`src/rtl/mio_responder.sv`:
```
// Memory/IO responder: decodes one CPU bus request into a RAM access or an
// IO register access (LED, switches, free-running counter) and returns a ready pulse.
module mio_responder #(
  parameter int RAM_AW  = 10,
  parameter int RAM_LAT = 2
) (
  input  logic              clk,
  input  logic              reset,
  input  logic              mem_r,
  input  logic              mem_w,
  input  logic              cpu_mio,
  input  logic [31:0]       addr,
  input  logic [31:0]       wdata,
  output logic [31:0]       rdata,
  output logic              mio_ready,
  output logic              bus_err,
  output logic [RAM_AW-1:0] ram_addr,
  output logic              ram_we,
  output logic [31:0]       ram_wdata,
  input  logic [31:0]       ram_rdata,
  input  logic [15:0]       sw_in,
  output logic [15:0]       led_out,
  output logic [1:0]        dbg_state
);

  // Handshake: the CPU holds mem_r/mem_w (qualified by cpu_mio) until mio_ready;
  // a request is sampled only in IDLE, and mio_ready/bus_err pulse for exactly one cycle.

  localparam logic [31:0] LED_ADDR  = 32'hE000_0000;
  localparam logic [31:0] SW_ADDR   = 32'hE000_0004;
  localparam logic [31:0] CNT_ADDR  = 32'hE000_0008;
  localparam logic [63:0] RAM_LIMIT = 64'd4 << RAM_AW;
  localparam logic [3:0]  RAM_LOAD  = 4'(RAM_LAT - 1);

  typedef enum logic [1:0] {
    IDLE   = 2'd0,
    ACCESS = 2'd1,
    DONE   = 2'd2
  } state_e;

  typedef enum logic [2:0] {
    TGT_RAM = 3'd0,
    TGT_LED = 3'd1,
    TGT_SW  = 3'd2,
    TGT_CNT = 3'd3,
    TGT_ERR = 3'd4
  } tgt_e;

  state_e      state;
  tgt_e        tgt_d;
  tgt_e        tgt_q;
  logic        wr_q;
  logic [3:0]  lat_q;
  logic [31:0] cnt;
  logic [31:0] rd_val;
  logic        req_any;

  assign req_any   = cpu_mio && (mem_r || mem_w);
  assign dbg_state = state;

  // Decode the live request; both strobes set is always an error.
  always_comb begin
    tgt_d = TGT_ERR;
    if (!(mem_r && mem_w) && (addr[1:0] == 2'b00)) begin
      if ((addr[31:28] == 4'h0) && ({32'd0, addr} < RAM_LIMIT)) tgt_d = TGT_RAM;
      else if (addr == LED_ADDR)                                  tgt_d = TGT_LED;
      else if (addr == SW_ADDR)                                   tgt_d = TGT_SW;
      else if (addr == CNT_ADDR)                                  tgt_d = TGT_CNT;
      else                                                        tgt_d = TGT_ERR;
    end
  end

  always_comb begin
    rd_val = 32'd0;
    if (!wr_q) begin
      case (tgt_q)
        TGT_RAM: rd_val = ram_rdata;
        TGT_LED: rd_val = {16'd0, led_out};
        TGT_SW:  rd_val = {16'd0, sw_in};
        TGT_CNT: rd_val = cnt;
        default: rd_val = 32'd0;
      endcase
    end
  end

  always_ff @(posedge clk or posedge reset) begin
    if (reset) begin
      state     <= IDLE;
      tgt_q     <= TGT_ERR;
      wr_q      <= 1'b0;
      lat_q     <= 4'd0;
      cnt       <= 32'd0;
      rdata     <= 32'd0;
      mio_ready <= 1'b0;
      bus_err   <= 1'b0;
      ram_we    <= 1'b0;
      ram_addr  <= '0;
      ram_wdata <= 32'd0;
      led_out   <= 16'd0;
    end else begin
      cnt       <= cnt + 32'd1;
      mio_ready <= 1'b0;
      bus_err   <= 1'b0;
      ram_we    <= 1'b0;
      case (state)
        IDLE: begin
          if (req_any) begin
            tgt_q     <= tgt_d;
            wr_q      <= mem_w && !mem_r;
            ram_addr  <= addr[RAM_AW+1:2];
            ram_wdata <= wdata;
            lat_q     <= (tgt_d == TGT_RAM) ? RAM_LOAD : 4'd0;
            ram_we    <= (tgt_d == TGT_RAM) && mem_w;
            state     <= ACCESS;
          end
        end
        ACCESS: begin
          if (lat_q == 4'd0) begin
            state     <= DONE;
            mio_ready <= 1'b1;
            bus_err   <= (tgt_q == TGT_ERR);
            rdata     <= rd_val;
            if (wr_q && (tgt_q == TGT_LED)) led_out <= ram_wdata[15:0];
            // The clear overrides this cycle's increment above.
            if (wr_q && (tgt_q == TGT_CNT)) cnt <= 32'd0;
          end else begin
            lat_q <= lat_q - 4'd1;
          end
        end
        DONE: begin
          state <= IDLE;
        end
        default: begin
          state <= IDLE;
        end
      endcase
    end
  end

endmodule

```
`config.mk`:
```
export PLATFORM = sky130hd
export DESIGN_NAME = mio_responder
export DESIGN_NICKNAME = d
export VERILOG_FILES = /design/src/rtl/mio_responder.sv
export SDC_FILE = /design/constraint.sdc
export NUM_CORES = 1
export LEC_CHECK = 0
export CAP_MARGIN = 0
export CORE_MARGIN = 5
export CORE_UTILIZATION = 41
export DETAILED_ROUTE_END_ITERATION = 10
export HOLD_SLACK_MARGIN = 0.03
export PLACE_DENSITY = 0.86
export SLEW_MARGIN = 15
export SYNTH_ARGS = -nofsm -noshare
export SYNTH_HDL_FRONTEND = slang
export SYNTH_SLANG_ARGS = --single-unit
```
`constraint.sdc`:
```
create_clock -name clk -period 3.8 [get_ports clk]
set_input_delay 0.38 -clock clk [delete_from_list [all_inputs] [get_ports clk]]
set_output_delay 0.38 -clock clk [all_outputs]
set_load 0.005 [all_outputs]
```
# Word level (Yosys, flattened, before mapping)

Cells that the tools add are included.
Widths: inputs -> output; s select.

Mux-type cells: 23
Equal/unequal tests: 11
$add $sub $neg: 2
$lt $le $gt $ge: 1
Reduce and logical (&&, ||, !) cells: 23

Operators with widths:

| kind                  | number |
|---|---|
| $mux 32               | 4 |
| $pmux 32 s4           | 1 |
| $eq 32x32->1 const B  | 3 |
| $add 32x1->32 const B | 1 |
| $lt 32x13->1 const B  | 1 |
| $mux 3                | 5 |
| $logic_and 1x1->1     | 8 |
| $logic_not 4->1       | 2 |
| $mux 4                | 2 |
| $pmux 4 s2            | 1 |
| $mux 1                | 7 |
| $eq 3x2->1 const B    | 2 |
| $logic_not 3->1       | 2 |
| $ne 2x2->1 const B    | 3 |
| $reduce_and 2->1      | 3 |
| $reduce_and 3->1      | 2 |
| $logic_not 2->1       | 2 |
| $mux 2                | 2 |
| $pmux 2 s2            | 1 |
| $sub 4x1->4 const B   | 1 |
| $eq 3x1->1 const B    | 1 |
| $eq 3x3->1 const B    | 1 |
| $eq 2x1->1 const B    | 1 |
| $logic_not 1->1       | 2 |
| other kinds (2)       | 2 |

Input bits: 117
Register bits: 135
Output and inout bits: 95
Logic and storage cells: 72

# Depth between registers and ports, before layout

Gate-level depths: netlist of the first run.

Depth in word-level cells: 10
Depth in mapped cells: 9

# Least setup slack after synthesis of the first run

Ideal clock, no wire load.

Path type: reg2reg
Start point: register lat_q[0]
End point: register led_out[0]
Data arrival time: 1.760 ns
Period minus slack after synthesis: 1.885 ns
Slack: 1.915 ns
Stages on the path, launching flop included: 9
Setup time: 0.125 ns
Path buffers: 1
Cells stage by stage: dfrtp_1 > inv_1 > ha_1 > nor3b_1 > nand2_1 > inv_1 > nand3_2 > buf_2 > mux2_2

Cells in the longest elaborated chain, start to end: 2

RTL lines:

| element                    | RTL line | text |
|---|---|---|
| start: declaration         | 53       | `logic [3:0] lat_q;` |
| start signal: assignment   | 112      | `lat_q <= (tgt_d == TGT_RAM) ? RAM_LOAD : 4'd0;` |
| start signal: assignment   | 127      | `lat_q <= lat_q - 4'd1;` |
| $logic_not 4->1            | 118      | `if (lat_q == 4'd0) begin` |
| $reduce_and 3->1 (no line) | n/a      |  |
| end signal: assignment     | 123      | `if (wr_q && (tgt_q == TGT_LED)) led_out <= ram_wdata[15:0];` |
| end: declaration           | 22       | `output logic [15:0] led_out,` |

Every way passes these cells.
A chain may end at the register's enable or synchronous reset.

# Worst setup path in the final report of the first run

Start point: register lat_q[0]
End point: register rdata[7]

Cells in the longest elaborated chain, start to end: 2

RTL lines:

| element                    | RTL line | text |
|---|---|---|
| $logic_not 4->1            | 118      |  |
| $reduce_and 2->1 (no line) | n/a      |  |
| end signal: assignment     | 122      | `rdata <= rd_val;` |
| end: declaration           | 14       | `output logic [31:0] rdata,` |

Every way passes these cells.

==> impl_results.md, run 1 <==
- DP HPWL: 13,250 um
- Die area: 17,480 um2
- Stages on worst setup path: 6
- Tcrit/Tclk final: 0.6650
- Nets: 944
- Largest net degree at the start of global routing: 136
- Largest family of logic cells by synthesized area: simple AND/OR/NAND/NOR gates
- Fmax: 395.7 MHz
- Final antenna-violating net count: 0
- Logic pwr share: 0.257
- Area Growth Syn to Fin: 48.05%
- Pint: 0.003709 W
- DR pass1 iterations: 5
- GP Congestion: 0.7991
- #FFs+latches synth: 135
- Setup CP Type: reg -> reg
- Dpl ws: 1.283 ns
- Reg2reg start: lat_q[0]$_DFFE_PP0P_
- Drt initial violations: 396
- Hold Worst Slack: 0.4750 ns
- Pwr/cell area: 562.2 nW/um2
- Post-synthesis mux area share: 0.05066
- Setup WS post-layout: 1.273 ns
- CP startpoint kind: register
- Longest Clk Path Bufs: 2
- Post-CTS Hold Buffers: 0
- Max-slew headroom: 0.2790
- CP delay by family, top: simple AND/OR/NAND/NOR gates
- Layout cells sized above 1: 0.07775
- Endpoints failing setup: 0
- Clock skew: 0.006165 ns
- Seq pwr share: 0.376
- Synth Cell Area: 6125 um2
- CTS Buf Count: 17
- Initial antenna violation count: 1
- H-tree depth: 4
- Post-Synth Simple-Gate Area: 0.2253
- RSZ-0062 raised after global routing: false
- Grt total ovfl: 0
- Critical path endpoint category: register
- CP required: 4.11 ns
- CP Cell Sequence: inv_1 > ha_1 > nor3b_1 > nand2_1 > or3_1 > o21ai_0
- VDD IR-drop max: 0.0004563 V
- Sw frac: 0.2725
- Critical Path Slowest Stage Cell: or3_1
- Fin crit period: 2.527 ns
- Cell variety after synth: 50
- Die Span X: 132.2 um
- Routed length per instance: 18.37 um
- Xor-xnor portion of the synthesized cell area: 0.02431
- Vias in the first global route: 5,603
- Fill cells: 1,137
- Leak: 4.072 nW
- GRT Util Overall: 0.2131
- Vias: 5,496
- Adder-Cell Fraction of Synth Area: 0.006129
- IO Pins: 212
- Setup crit start: lat_q[0]$_DFFE_PP0P_
- Net count after synthesis: 741
- Worst-Skew Late Latency: 0.42 ns
- Antenna diodes: 0
- Reg2Reg Setup Slack: 1.27 ns
- Clk sinks: 135
- Core Rows: 44
- Worst min path class: reg -> reg
- Commonest non-fill, non-tap cell in the layout: clkdlybuf4s50_1
- Worst-case reg-to-reg path depth: 6
- Gate Count Post-Synth: 621
- EDFF count, synth: 0
- CP endpoint: rdata[7]$_DFFE_PP0P_
- Post-synthesis compound-gate area fraction: 0.1124
- Max cap viols: 0
- Post-Route WL: 18,730 um
- CTS tree: yes
- Worst-path clk slew: 0.05 ns
- Setup Fix Bufs, Post-CTS: 0
- Most frequent cells in the layout: 211 x clkdlybuf4s50_1, 181 x nand2_1, 134 x dfrtp_1, 37 x o21ai_0, 22 x nor2_1
- Final Max Tran Viols: 0
- DR vias/cell: 5.388
- Number of gates resized after CTS: 0
- Dominant synthesized flop cell: dfrtp_1
- FF+latch area: 3379 um2
- Post-synthesis sequential area ratio: 0.5518
- Switch Pwr: 0.001389 W
- Clock Tree Root: clkbuf_16
- Remaining DRCs: 0
- IO buf count: 211
- Die Y: 132.2 um
- First-pass GRT wire length: 29,950 um
- Critical Path Fanout Max: 32
- Initial Util: 0.4198
- WP data arrival: 2.84 ns
- Post-Syn Area per Cell: 9.863 um2
- Clock network fraction of design power: 0.367
- Worst slew pin tran: 1.077 ns
- Run status: completed
- Setup TNS: 0 ns
- Synth warnings: 0
- Core box area: 14,590 um2
- Ys async rst share: 1.000
- Final hold vios: 0
- Final Util: 0.6215
- Reg2reg end: rdata[7]$_DFFE_PP0P_
- Buffers & Inverters on Critical Path: 1
- Hold Startpoint: ram_wdata[27]$_DFFE_PP0P_
- Footprint of the multi-input gates: 2570 um2
- Crit path largest cell delay: 0.80 ns
tightest hold or removal path, delay by kind of cell, from the launching register on:
kind | cells | cell delay [ns]
flip-flops | 1 | 0.34
AND/OR/NAND/NOR | 2 | 0.11
power groups by stage:
stage	clock (W)	combinational, W	sequential [W]
after floorplan	0	0.000468	0.00192
after global placement	0	0.00127	0.00193
after detailed placement	0	0.00130	0.00194
after CTS	0.00190	0.00132	0.00192
after global routing	0.00197	0.00143	0.00196
final	0.00187	0.00131	0.00192
final cells by class:
cell class              instances  area share
clock buffers                  22     0.05230
clock inverters                 9     0.02153
inverters                      10    0.004554
multi-input cells             442      0.2834
flip-flops and latches        135      0.3727
well taps                     184     0.02539
repair buffers                218      0.2401
cell families (layout without fill, tap and decap cells):
logic type | after synthesis | after routing
AOI/OAI and AO/OA | 98 | 98
xor gates and xnor gates | 17 | 17
adders and majority gates | 3 | 3
buffers and inverters | 44 | 259
DFF | 135 | 135
muxes | 29 | 29
and+or+nand+nor | 295 | 295
cells in the mapped netlist, drive strengths merged, types with 2 or more instances:
master / number / share of area
or3: 7 / 0.0071
nand2: 181 / 0.11
o21ai: 37 / 0.030
a22o: 16 / 0.023
nor4: 8 / 0.0092
and3: 6 / 0.0061
nand4: 14 / 0.017
or4: 4 / 0.0055
ha: 3 / 0.0061
mux2i: 13 / 0.021
buf: 10 / 0.0082
mux2: 16 / 0.029
nor3b: 3 / 0.0053
nor3: 12 / 0.0098
nand2b: 11 / 0.011
a21oi: 5 / 0.0041
clkbuf: 24 / 0.015
a32o: 2 / 0.0033
inv: 10 / 0.0061
dfrtp: 134 / 0.55
and4: 3 / 0.0043
a22oi: 16 / 0.020
nor2: 22 / 0.013
a221oi: 16 / 0.023
xnor2: 7 / 0.010
xor2: 10 / 0.014
nand3: 16 / 0.015
flip-flops by register name (all words and copies together), names as in the netlist:
| signal | flops |
|---|---|
| led_out | 16 |
| rdata | 32 |
| mio_ready | 1 |
| lat_q | 4 |
| ram_addr | 10 |
| ram_wdata | 32 |
| bus_err | 1 |
| dbg_state | 2 |
| wr_q | 1 |
| tgt_q | 3 |
| cnt | 32 |
| ram_we | 1 |
through the flow:
stage               total power, W  instances  instance area (um2)
floorplan                 0.002391        621                 6128
global placement          0.003195        989                 8398
detailed placement        0.003236        989                 8398
CTS                       0.005141       1020                 9067
global route              0.005355       1020                 9067
finish                    0.005097       1020                 9067
worst min-delay path by stage:
| stage | to | slack (ns) | cells after the start |
|---|---|---|---|
| 3_5_place_dp | ram_wdata[27]$_DFFE_PP0P_ | 0.46 | 2 |
| 6_report | ram_wdata[27]$_DFFE_PP0P_ | 0.48 | 2 |
| 5_1_grt | ram_wdata[1]$_DFFE_PP0P_ | 0.48 | 3 |
| 3_3_place_gp | ram_wdata[27]$_DFFE_PP0P_ | 0.46 | 2 |
| 4_1_cts | ram_wdata[27]$_DFFE_PP0P_ | 0.48 | 2 |
| 2_1_floorplan | cnt[0]$_DFF_PP0_ | 0.47 | 1 |
metal layers:
metal,routed length [um],global-route usage
met4,408,0.06844
met2,9248,0.3487
met1,7504,0.2592
met3,1566,0.08397
met5,7,0
Power figures use the tool's default switching activity.
==> inputs of run 2 (changes only) <==
==> constraint.sdc (replaced) <==
create_clock -name clk -period 2.1 [get_ports clk]
set_input_delay 0.21 -clock clk [delete_from_list [all_inputs] [get_ports clk]]
set_output_delay 0.21 -clock clk [all_outputs]
set_load 0.005 [all_outputs]
==> run 2 against run 1 <==
Net effect:
- die area is the same
- global-route usage up 0.070 points
- critical endpoint is now led_out[5]$_DFFE_PP0P_
- critical path depth increased by 2
- wire length down 1.0%
- sequential power up 81%
- first-iteration DRC count shrank 11%
- via count rose by 0.80%
- non-clock buffer count is 12 higher
- largest cell class unchanged
- utilization grew 0.34 points
- cell area up 0.55%
==> impl_results.md, run 2 (synthesis results as in run 1) <==
- Worst slew pin tran: 1.054 ns (was 1.077 ns)
- Nets: 956 (was 944)
- CP startpoint kind: register (unchanged)
- Critical Path Fanout Max: 14 (was 32)
- Clock skew: 0.007536 ns (was 0.006165 ns)
- Final hold vios: 0 (unchanged)
- Setup TNS: 0 ns (unchanged)
- Post-route insts no fill: 1,033 (was 1,020)
- Fin crit period: 1.909 ns (was 2.527 ns)
- GRT Util Overall: 0.2138 (was 0.2131)
- Initial Util: 0.4198 (unchanged)
- Critical path endpoint category: register (unchanged)
- VDD IR-drop max: 0.0006658 V (was 0.0004563 V)
- Die Span X: 132.2 um (unchanged)
- IO buf count: 211 (unchanged)
- Clock network fraction of design power: 0.339 (was 0.367)
- Stages on worst setup path: 8 (was 6)
- Logic pwr share: 0.268 (was 0.257)
- Die area: 17,480 um2 (unchanged)
- DR vias/cell: 5.363 (was 5.388)
- Tcrit/Tclk final: 0.9091 (was 0.6650)
- Final Max Tran Viols: 0 (unchanged)
- Longest Clk Path Bufs: 2 (unchanged)
- Pint: 0.006258 W (was 0.003709 W)
- Clock Tree Root: clkbuf_16 (unchanged)
- Most frequent CP cell: inv_1
- Vias: 5,540 (was 5,496)
- Die Y: 132.2 um (unchanged)
- Seq pwr share: 0.393 (was 0.376)
- Switch Pwr: 0.002593 W (was 0.001389 W)
- CTS tree: yes (unchanged)
- CP Cell Sequence: inv_1 > ha_1 > nor3b_2 > nand2_1 > inv_1 > nand3_2 > buf_4 > mux2_2 (was inv_1 > ha_1 > nor3b_1 > nand2_1 > or3_1 > o21ai_0)
- Buffers & Inverters on Critical Path: 3 (was 1)
- Crit path largest cell delay: 0.41 ns (was 0.80 ns)
- DP HPWL: 13,560 um (was 13,250 um)
- Initial antenna violation count: 0 (was 1)
- Dpl ws: 0.07326 ns (was 1.283 ns)
- Core box area: 14,590 um2 (unchanged)
- Post-CTS Hold Buffers: 0 (unchanged)
- Grt total ovfl: 0 (unchanged)
- Reg2Reg Setup Slack: 0.19 ns (was 1.27 ns)
- Worst-Skew Late Latency: 0.42 ns (about the same)
- CP endpoint: led_out[5]$_DFFE_PP0P_ (was rdata[7]$_DFFE_PP0P_)
- CP required: 2.40 ns (was 4.11 ns)
- Run status: completed (unchanged)
- Post-Route WL: 18,540 um (was 18,730 um)
- Leak: 4.091 nW (was 4.072 nW)
- Fmax: 523.8 MHz (was 395.7 MHz)
- Core Rows: 44 (unchanged)
- Total placed cells including tap cells: 1,001 (was 989)
- Area Growth Syn to Fin: 48.87% (was 48.05%)
- Worst-case reg-to-reg path depth: 8 (was 6)
- GP Congestion: 0.8404 (was 0.7991)
- WP data arrival: 2.21 ns (was 2.84 ns)
- Layout cells sized above 1: 0.09423 (was 0.07775)
- Most frequent cells in the layout: 211 x clkdlybuf4s50_1, 181 x nand2_1, 134 x dfrtp_1, 37 x o21ai_0, 22 x nor2_1 (unchanged)
- Final antenna-violating net count: 0 (unchanged)
- Reg2reg start: lat_q[0]$_DFFE_PP0P_ (unchanged)
- CTS Buf Count: 17 (unchanged)
- Setup Fix Bufs, Post-CTS: 0 (unchanged)
- Setup WS post-layout: 0.1909 ns (was 1.273 ns)
- Max cap viols: 0 (unchanged)
- Antenna diodes: 0 (unchanged)
- Setup crit start: lat_q[0]$_DFFE_PP0P_ (unchanged)
- RSZ-0062 raised after global routing: false (unchanged)
- Worst min path class: in -> async (was reg -> reg)
- CP delay by family, top: flip-flops (was simple AND/OR/NAND/NOR gates)
- Endpoints failing setup: 0 (unchanged)
- Drt initial violations: 352 (was 396)
- Remaining DRCs: 0 (unchanged)
- Largest net degree at the start of global routing: 67 (was 136)
- Hold Worst Slack: 0.2638 ns (was 0.4750 ns)
- H-tree depth: 4 (unchanged)
- Setup CP Type: reg -> reg (unchanged)
- Max-slew headroom: 0.2946 (was 0.2790)
- Reg2reg end: led_out[5]$_DFFE_PP0P_ (was rdata[7]$_DFFE_PP0P_)
- Routed length per instance: 17.95 um (was 18.37 um)
- Worst-path clk slew: 0.06 ns (was 0.05 ns)
- Fill cells: 1,158 (was 1,137)
- Vias in the first global route: 5,775 (was 5,603)
- Clk sinks: 135 (unchanged)
- Critical Path Slowest Stage Cell: dfrtp_1 (was or3_1)
- Sw frac: 0.2929 (was 0.2725)
- Pwr/cell area: 970.8 nW/um2 (was 562.2 nW/um2)
- DR pass1 iterations: 5 (unchanged)
- First-pass GRT wire length: 30,000 um (was 29,950 um)
- IO Pins: 212 (unchanged)
- Commonest non-fill, non-tap cell in the layout: clkdlybuf4s50_1 (unchanged)
- Regs by FF count: cnt (32), ram_wdata (32), rdata (32) (unchanged)
[run 2: changes by cell type in the layout (fill, tap and decap cells not counted), sizes merged]
cell	previous run	this run
buf	7	19
inv	9	13
clkinv	3	2
bufinv	6	2
clkinvlp	1	5
clkbuf	22	20
[run 2: what timing repair did]
item	CTS	global route
resized for setup	0	1
endpoints found under the hold margin	0	0
endpoints found under the setup margin	0	19
[run 2: per-layer routing]
metal	GRT usage	routed length [um]
met1	0.2563	7302
met5	0	0
met2	0.3495	9040
met3	0.08321	1790
met4	0.07919	408
[run 2: how the worst min path moves through the flow]
stage | endpoint | slack, ns | cells past startpoint
floorplan | ram_addr[1]$_DFFE_PP0P_ | 0.32 | 2
global placement | ram_addr[4]$_DFFE_PP0P_ | 0.46 | 2
detailed placement | ram_wdata[31]$_DFFE_PP0P_ | 0.46 | 2
CTS | rdata[7]$_DFFE_PP0P_ | 0.26 | 3
global route | rdata[3]$_DFFE_PP0P_ | 0.31 | 3
finish | cnt[26]$_DFF_PP0_ | 0.26 | 3
[run 2: area by class of cell]
cell class	count	area, um2	area share
Clock buffer	20	456.7	0.05009
Clock inverter	12	142.6	0.01564
Inverter	10	41.29	0.004529
Multi-Input combinational cell	442	2575	0.2824
Sequential cell	135	3379	0.3707
Tap cell	184	230.2	0.02525
Timing Repair Buffer	230	2292	0.2514
[run 2: through the flow]
stage	util	total power, W	area, um2
global placement	0.5835	0.005821	8513
floorplan	-	0.004327	6128
CTS	0.6246	0.008928	9112
finish	0.6250	0.008851	9117
global route	0.6250	0.009353	9117
detailed placement	0.5835	0.005896	8513
[run 2: power groups by stage]
| stage | combinational, W | clock, W | sequential, W |
|---|---|---|---|
| after CTS | 0.00240 | 0.00304 | 0.00348 |
| after global routing | 0.00263 | 0.00317 | 0.00355 |
| after detailed placement | 0.00238 | 0 | 0.00351 |
| after floorplan | 0.000846 | 0 | 0.00348 |
| final | 0.00237 | 0.00300 | 0.00348 |
| after global placement | 0.00233 | 0 | 0.00349 |
[run 2: tightest hold or removal path, delay by kind of cell]
kind	cells	cell delay, ns
buf+inv	3	0.85
==> inputs of run 3 (changes only) <==
--- a/config.mk
+++ b/config.mk
@@ -11,7 +11,8 @@
 export DETAILED_ROUTE_END_ITERATION = 10
 export HOLD_SLACK_MARGIN = 0.03
 export PLACE_DENSITY = 0.86
-export SLEW_MARGIN = 15
+export REMOVE_ABC_BUFFERS = 1
+export SLEW_MARGIN = 20
 export SYNTH_ARGS = -nofsm -noshare
 export SYNTH_HDL_FRONTEND = slang
 export SYNTH_SLANG_ARGS = --single-unit
==> run 3 against run 2 <==
Net effect:
- clock-buffer cell count grew 2
- sequential power is essentially flat
- global-route usage shrank 0.42 points
- cell area grew 0.82%
- critical path depth shrank 4
- total power grew 2.3%
- flip-flop and latch count is the same
- sequential share of layout area shrank 0.30 points
- first-iteration DRC count shrank 6.0%
- clock power grew 8.0%
- register-to-register slack lost 0.04 ns
- fmax shrank 2.2%
- critical path type unchanged
- largest cell class unchanged
==> impl_results.md, run 3 (synthesis results as in run 1) <==
- Reg2reg start: tgt_q[0]$_DFFE_PP0P_ (was lat_q[0]$_DFFE_PP0P_)
- GP Congestion: 0.8522 (was 0.8404)
- Final hold vios: 0 (unchanged)
- Vias: 5,550 (was 5,540)
- Reg2Reg Setup Slack: 0.15 ns (was 0.19 ns)
- Initial Util: 0.4198 (unchanged)
- Remaining DRCs: 0 (unchanged)
- WP data arrival: 2.25 ns (was 2.21 ns)
- Layout cells sized above 1: 0.09636 (was 0.09423)
- DR vias/cell: 5.362 (was 5.363)
- Vias in the first global route: 5,843 (was 5,775)
- Final Util: 0.6301 (was 0.6250)
- Critical Path Fanout Max: 15 (was 14)
- H-tree depth: 4 (unchanged)
- CP required: 2.40 ns (about the same)
- Pwr/cell area: 985.4 nW/um2 (was 970.8 nW/um2)
- Final antenna-violating net count: 0 (unchanged)
- Initial antenna violation count: 0 (unchanged)
- Die Y: 132.2 um (unchanged)
- CP endpoint: led_out[14]$_DFFE_PP0P_ (was led_out[5]$_DFFE_PP0P_)
- Worst slew pin tran: 0.6509 ns (was 1.054 ns)
- Most frequent cells in the layout: 211 x clkdlybuf4s50_1, 181 x nand2_1, 134 x dfrtp_1, 37 x o21ai_0, 22 x nor2_1 (unchanged)
- Tot Pwr: 0.009059 W (was 0.008851 W)
- Run status: completed (unchanged)
- Post-Route WL: 18,310 um (was 18,540 um)
- Setup CP Type: reg -> reg (unchanged)
- Worst-Skew Late Latency: 0.42 ns (about the same)
- Die Span X: 132.2 um (unchanged)
- Fmax: 512.4 MHz (was 523.8 MHz)
- Clock skew: 0.006241 ns (was 0.007536 ns)
- Reg2reg end: led_out[14]$_DFFE_PP0P_ (was led_out[5]$_DFFE_PP0P_)
- GRT Util Overall: 0.2096 (was 0.2138)
- Fin crit period: 1.951 ns (was 1.909 ns)
- Die area: 17,480 um2 (unchanged)
- Clock network fraction of design power: 0.358 (was 0.339)
- Critical path endpoint category: register (unchanged)
- Pint: 0.006553 W (was 0.006258 W)
- Setup crit start: tgt_q[0]$_DFFE_PP0P_ (was lat_q[0]$_DFFE_PP0P_)
- Worst-case reg-to-reg path depth: 4 (was 8)
- Drt initial violations: 331 (was 352)
- Sw frac: 0.2766 (was 0.2929)
- First-pass GRT wire length: 29,770 um (was 30,000 um)
- Longest Clk Path Bufs: 2 (unchanged)
- Max cap viols: 0 (unchanged)
- Logic pwr share: 0.262 (was 0.268)
- Tcrit/Tclk final: 0.9293 (was 0.9091)
- Max-slew headroom: 0.5656 (was 0.2946)
- CTS Buf Count: 17 (unchanged)
- Clk sinks: 135 (unchanged)
- Clock Tree Root: clkbuf_16 (unchanged)
- Setup Fix Bufs, Post-CTS: 0 (unchanged)
- IO Pins: 212 (unchanged)
- Setup TNS: 0 ns (unchanged)
- Commonest non-fill, non-tap cell in the layout: clkdlybuf4s50_1 (unchanged)
- Routed length per instance: 17.69 um (was 17.95 um)
- DR pass1 iterations: 5 (unchanged)
- Largest net degree at the start of global routing: 51 (was 67)
- VDD IR-drop max: 0.0007065 V (was 0.0006658 V)
- IO buf count: 211 (unchanged)
- Switch Pwr: 0.002506 W (was 0.002593 W)
- Grt total ovfl: 0 (unchanged)
- Antenna diodes: 0 (unchanged)
- CP startpoint kind: register (unchanged)
- Area Growth Syn to Fin: 50.09% (was 48.87%)
- Core Rows: 44 (unchanged)
- Worst-path clk slew: 0.06 ns (about the same)
- Final Max Tran Viols: 0 (unchanged)
- Endpoints failing setup: 0 (unchanged)
- Core box area: 14,590 um2 (unchanged)
- DP HPWL: 13,280 um (was 13,560 um)
- RSZ-0062 raised after global routing: false (unchanged)
- Nets: 958 (was 956)
- CTS tree: yes (unchanged)
- Leak: 4.133 nW (was 4.091 nW)
- Regs by FF count: cnt (32), ram_wdata (32), rdata (32) (unchanged)
- Seq pwr share: 0.380 (was 0.393)
- Worst min path class: in -> async (unchanged)
==> run 3: changes by cell type in the layout (fill, tap and decap cells not counted), sizes merged <==
cell      before  now
buf           19   21
bufinv         2    4
clkinvlp       5    3
clkbuf        20   22
inv           13   12
clkinv         2    1
==> run 3: worst min-delay path by stage <==
stage / to / slack (ns) / cells after the start
finish: rdata[31]$_DFFE_PP0P_ / 0.18 / 2
CTS: rdata[3]$_DFFE_PP0P_ / 0.19 / 2
global route: rdata[3]$_DFFE_PP0P_ / 0.22 / 2
floorplan: ram_addr[1]$_DFFE_PP0P_ / 0.32 / 2
global placement: ram_wdata[28]$_DFFE_PP0P_ / 0.46 / 2
detailed placement: ram_wdata[18]$_DFFE_PP0P_ / 0.46 / 2
==> run 3: critical path, cell delays in order, from the launching register on <==
cell     delay (ns)
dfrtp_1        0.49
nor3b_4        0.63
nand3_2        0.16
buf_4          0.25
mux2_2         0.29
==> run 3: through the flow <==
stage | setup WS (ns) | cells | hold slack, ns | cell area (um2)
floorplan | -1.719 | 587 | 0.3154 | 5982
global placement | 0.08066 | 1003 | 0.4565 | 8529
detailed placement | -0.02236 | 1003 | 0.4626 | 8529
CTS | 0.1145 | 1035 | 0.1926 | 9185
global route | 0.005995 | 1035 | 0.2162 | 9193
finish | 0.1485 | 1035 | 0.1816 | 9193
==> run 3: repair_timing <==
action / in CTS / in global routing
cloned: 0 / 0
hold buffers: 0 / 0
endpoints found under the setup margin: 15 / 7
resized for setup: 1 / 2
==> run 3: per-layer routing <==
| layer | GRT usage | wire length, um | share of wire |
|---|---|---|---|
| met3 | 0.08626 | 1595 | 0.087 |
| met1 | 0.2380 | 7107 | 0.39 |
| met2 | 0.3602 | 9290 | 0.51 |
| met5 | 0 | 0 | 0 |
| met4 | 0.06618 | 317 | 0.017 |
==> run 3: area by class of cell <==
cell class,count,area (um2)
fillers,1144,5396
flip-flops and latches,135,3379
multi-input cells,442,2584
repair buffers,232,2307
clock buffers,22,484.2
well taps,184,230.2
clock inverters,10,165.2
inverters,10,42.54
==> run 3: power groups by stage <==
stage                     clock network [W]  registers, W  logic [W]
after global routing                0.00341       0.00353    0.00261
final                               0.00324       0.00345    0.00237
after detailed placement                  0       0.00348    0.00237
after global placement                    0       0.00346    0.00232
after CTS                           0.00330       0.00345    0.00241
after floorplan                           0       0.00348   0.000810
